## src/rtl/conv_slv_narrower.sv

```systemverilog
// Streaming 32-bit integer to OUT_W-bit vector narrower with per-beat signedness,
// saturate/wrap selection, overflow flagging and a 2-entry skid buffer.
module conv_slv_narrower #(
  parameter int OUT_W    = 8,
  parameter bit SATURATE = 1'b1,
  parameter int CNT_W    = 16
) (
  input  logic             clk,
  input  logic             rst_n,
  input  logic [31:0]      in_data,
  input  logic             in_signed,
  input  logic             in_valid,
  output logic             in_ready,
  output logic [OUT_W-1:0] out_data,
  output logic             out_ovf,
  output logic             out_valid,
  input  logic             out_ready,
  input  logic             clr_cnt,
  output logic [CNT_W-1:0] ovf_count
);

  typedef enum logic [1:0] {EMPTY, ONE, TWO} state_t;

  state_t state, next_state;

  logic signed [31:0] din_p0;
  logic [OUT_W-1:0]   cnv_data_p0;
  logic               cnv_ovf_p0;

  logic [OUT_W-1:0]   head_data_p1, tail_data_p1;
  logic               head_ovf_p1, tail_ovf_p1;

  logic accept, pop;
  logic load_head, load_tail, shift_tail;

  // Signed range holds when every bit from the sign position upward agrees.
  function automatic logic range_ovf(input logic signed [31:0] d, input logic sgn);
    logic ovf;
    if (sgn) ovf = !((&d[31:OUT_W-1]) || !(|d[31:OUT_W-1]));
    else     ovf = |d[31:OUT_W];
    return ovf;
  endfunction

  function automatic logic [OUT_W-1:0] sat_value(input logic signed [31:0] d, input logic sgn);
    logic [OUT_W-1:0] v;
    v = '1;
    if (sgn) begin
      v = d[31] ? '0 : '1;
      v[OUT_W-1] = d[31];
    end
    return v;
  endfunction

  function automatic logic [OUT_W-1:0] narrow(input logic signed [31:0] d, input logic sgn,
                                              input logic ovf);
    logic [OUT_W-1:0] v;
    v = d[OUT_W-1:0];
    if (SATURATE && ovf) v = sat_value(d, sgn);
    return v;
  endfunction

  // Stage p0: combinational conversion of the beat being offered
  assign din_p0      = in_data;
  assign cnv_ovf_p0  = range_ovf(din_p0, in_signed);
  assign cnv_data_p0 = narrow(din_p0, in_signed, cnv_ovf_p0);

  assign accept = in_valid & in_ready;
  assign pop    = out_valid & out_ready;

  always_ff @(posedge clk) begin
    if (!rst_n) state <= EMPTY;
    else        state <= next_state;
  end

  always_comb begin
    next_state = state;
    case (state)
      EMPTY: if (accept) next_state = ONE;
      ONE: begin
        if (accept && !pop)      next_state = TWO;
        else if (pop && !accept) next_state = EMPTY;
      end
      TWO:     if (pop) next_state = ONE;
      default: next_state = EMPTY;
    endcase
  end

  always_comb begin
    out_valid  = (state != EMPTY);
    load_head  = ((state == EMPTY) && accept) || ((state == ONE) && accept && pop);
    load_tail  = (state == ONE) && accept && !pop;
    shift_tail = (state == TWO) && pop;
  end

  always_ff @(posedge clk) begin
    if (!rst_n) in_ready <= 1'b1;
    else        in_ready <= (next_state != TWO);
  end

  // Stage p1: skid buffer entries; head is what the sink sees
  always_ff @(posedge clk) begin
    if (!rst_n) begin
      head_data_p1 <= '0;
      head_ovf_p1  <= 1'b0;
    end else if (load_head) begin
      head_data_p1 <= cnv_data_p0;
      head_ovf_p1  <= cnv_ovf_p0;
    end else if (shift_tail) begin
      head_data_p1 <= tail_data_p1;
      head_ovf_p1  <= tail_ovf_p1;
    end
  end

  always_ff @(posedge clk) begin
    if (load_tail) begin
      tail_data_p1 <= cnv_data_p0;
      tail_ovf_p1  <= cnv_ovf_p0;
    end
  end

  assign out_data = head_data_p1;
  assign out_ovf  = head_ovf_p1;

  // Clear and a simultaneous overflowing accept leave exactly one event counted.
  always_ff @(posedge clk) begin
    if (!rst_n) begin
      ovf_count <= '0;
    end else if (clr_cnt) begin
      ovf_count <= (accept && cnv_ovf_p0) ? CNT_W'(1) : '0;
    end else if (accept && cnv_ovf_p0 && (ovf_count != '1)) begin
      ovf_count <= ovf_count + CNT_W'(1);
    end
  end

endmodule

```

## config.mk

```make
export PLATFORM = sky130hd
export DESIGN_NAME = conv_slv_narrower
export DESIGN_NICKNAME = d
export VERILOG_FILES = /design/src/rtl/conv_slv_narrower.sv
export SDC_FILE = /design/constraint.sdc
export NUM_CORES = 1
export LEC_CHECK = 0
export CAP_MARGIN = 20
export CORE_ASPECT_RATIO = 0.7
export CORE_MARGIN = 2
export CORE_UTILIZATION = 51
export CTS_BUF_LIST = sky130_fd_sc_hd__clkbuf_4 sky130_fd_sc_hd__clkbuf_8
export DETAILED_ROUTE_END_ITERATION = 6
export PLACE_DENSITY = 0.83
export SYNTH_ARGS = -nofsm -noshare
export SYNTH_HDL_FRONTEND = slang
export SYNTH_SLANG_ARGS = --single-unit
```

## constraint.sdc

```tcl
create_clock -name clk -period 6.1 [get_ports clk]
set_input_delay 1.525 -clock clk [delete_from_list [all_inputs] [get_ports clk]]
set_output_delay 1.525 -clock clk [all_outputs]
set_load 0.02 [all_outputs]
```

==> summary.md <==
| Metric | Value |
|---|---|
| Outcome | finished clean |
| Max-cap viol count | 0 |
| 1st-iter DRT viols | 241 |
| Row cnt | 19 |
| DP HPWL | 3.78 mm |
| Register area share after synthesis | 41.1% |
| DRT Pass-1 Iters | 5 |
| Clk_lat worst skew | 280 ps |
| Area Growth Syn to Fin | 36.5% |
| Worst hold path type | reg -> reg |
| Grt ovf | 0 |
| Core box area | 3850 um^2 |
| Share of cells above drive strength 1 | 7.14% |
| Die width | 79.2 um |
| Via density | 5.91 |
| Mapped Area | 2020 um^2 |
| Initial antenna violation count | 0 |
| Syn Area/Cell | 8.11 um^2 |
| Num CTS Buffers | 5 |
| Count of cell types in the netlist | 49 |
| Most used DFF post-synth | dfxtp_1 |
| Hold buffer count at cts | 0 |
| Post-synth top cells | nor2_1, dfxtp_1, nor3_1, nand2_1, nand4_1 |
| CTS-repair resized insts | 0 |
| Type of origin of the critical path | input pin |
| Final-report setup violation count | 0 |
| Inst Count DP | 352 |
| H-tree Lvls | 2 |
| Fin Clk Skew | 13.8 ps |
| Post-route minimum period | 3640 ps |
| Count leader, synth | nor2_1 |
| Overall Global Routing Usage | 23.7% |
| Port bufs | 64 |
| Final cell count without fillers | 360 |
| Fillers | 323 |
| Share of the synthesized area in the top cell type | 27.8% |
| ANT nets after route | 0 |
| DRC viols | 0 |
| Final #Nets | 346 |
| Initial core utilization | 52.4% |
| Clk root buf | clkbuf_8 |
| Multi-input logic area | 1090 um^2 |
| Final hold vios | 0 |
| CTS tree | yes |
| Global-route wire length before repair | 8.49 mm |
| Synth Instances | 249 |
| Setup CP Type | in -> reg |
| Vias in the first global route | 1900 |
| Die H | 56.6 um |
| Synth area leader | dfxtp_1 |
| Top Ports | 65 |
| # clock sinks | 37 |
| CP endpoint kind | register |
| Asr flop ratio synth | 0% |
| PD cells | 205 nW/um^2 |
| Final worst-path cycle share | 59.7% |
| Clock transition at path regs | 80 ps |
| Fmax | 274 MHz |
| Least-Margin Pin Slew | 521 ps |
| Final Wtd Congestion | 0.823 |
| Slew margin rel. | 64.4% |
| RSZ-0062 raised after global routing | no |
| Number of synthesized register bits | 37 |
| WL/cell | 14.3 um |
| DRT Wirelength | 5.15 mm |
| Largest net degree at the start of global routing | 25 |
| FF/Latch Area | 831 um^2 |
| Leak | 0.956 nW |
| Crit path DAT | 3800 ps |
| Critical-path maximum fanout | 24 |
| Via count | 2129 |
| Setup tns final | 0 ps |
| Yosys warns | 0 |
| Post-synth EDFFs | 9 |
| Syn nets | 288 |
| Setup Buffers After CTS | 0 |
| Slew Viols, Final | 0 |
| Max rail drop VDD | 0.142 mV |
| Die area | 4490 um^2 |
| Synth area leaders | dfxtp_1, edfxtp_1, nor2_1, nor3_1, nand4_1 |
| Clock Tree Buf Depth | 2 |
| Antenna Cells | 0 |
| WP data required | 6260 ps |
## report_power, final
| part | leakage, nW | internal [mW] | switching (mW) |
|---|---|---|---|
| sequential | 0.310 | 0.260 | 0.00578 |
| combinational | 0.588 | 0.0464 | 0.0427 |
| clock | 0.0586 | 0.126 | 0.0835 |
## routing by layer
metal	GRT usage (%)	wire [um]	share of wire, %	vias to the layer above
met5	0	0	0	-
met4	6.16	23	0.45	0
met3	4.98	504	9.8	2
met2	37.2	2220	43	115
met1	33.4	2390	47	978
li1	-	-	-	1034
## cell type report
| cell class | instances | share of cell area (%) |
|---|---|---|
| Clock buffer | 6 | 2.77 |
| Sequential cell | 37 | 30.1 |
| Timing Repair Buffer | 65 | 23.5 |
| Inverter | 4 | 0.545 |
| Tap cell | 52 | 2.36 |
| Multi-Input combinational cell | 194 | 39.4 |
| Clock inverter | 2 | 1.27 |
## layout by cell type, fill, tap and decap left out, types with 9 or more instances in the layout
master and count:
nor2_1 45, a21oi_1 11, nor3_1 22, nand4_1 12
clkdlybuf4s50_1 64, edfxtp_1 9, nand3_1 9, dfxtp_1 28
nand2_1 18, o21ai_0 9
## worst max-delay path: stages
cell and delay [ps]:
clkdlybuf4s50_1 430, or4_1 550, nor2_1 100, a32o_2 530, inv_2 310, nor3_1 280
nor3_1 70
## state kept, by name (all words and copies together) (netlist names)
name,count
ovf_count,16
out_data,8
tail_data_p1,8
state,2
in_ready,1
out_ovf,1
tail_ovf_p1,1
## path summary, 6_finish.rpt
kind         cells past startpoint                   endpoint  slack, ps                 startpoint
max                              7   out_data[1]$_SDFFE_PN0P_       2460                in_data[13]
min reg2reg                      2  ovf_count[5]$_SDFFE_PN0P_        490  ovf_count[5]$_SDFFE_PN0P_
min                              2  ovf_count[5]$_SDFFE_PN0P_        490  ovf_count[5]$_SDFFE_PN0P_
max reg2reg                      6  ovf_count[8]$_SDFFE_PN0P_       4060  ovf_count[0]$_SDFFE_PN0P_
## metrics by stage
step | power (mW) | setup slack [ps] | hold slack [ps] | area, um^2 | util, %
after floorplan | 0.310 | 3120 | 516 | 2020 | -
after global placement | 0.358 | 2240 | 465 | 2650 | 68.7
after detailed placement | 0.360 | 2180 | 473 | 2650 | 68.7
after CTS | 0.567 | 2490 | 483 | 2760 | 71.6
after global routing | 0.588 | 2300 | 510 | 2760 | 71.6
final | 0.564 | 2460 | 487 | 2760 | 71.6
## cells by family (layout without fill, tap and decap cells)
| group | count (synthesis) | count (layout) | share of synthesized area (%) |
|---|---|---|---|
| buffers and inverters | 18 | 77 | 5.08 |
| adders and majority gates | 1 | 1 | 0.619 |
| DFF | 37 | 37 | 41.1 |
| and+or+nand+nor | 152 | 152 | 39.8 |
| muxes | 3 | 3 | 1.49 |
| AOI/OAI and AO/OA | 38 | 38 | 11.9 |
(Power assumes the default switching activity.)
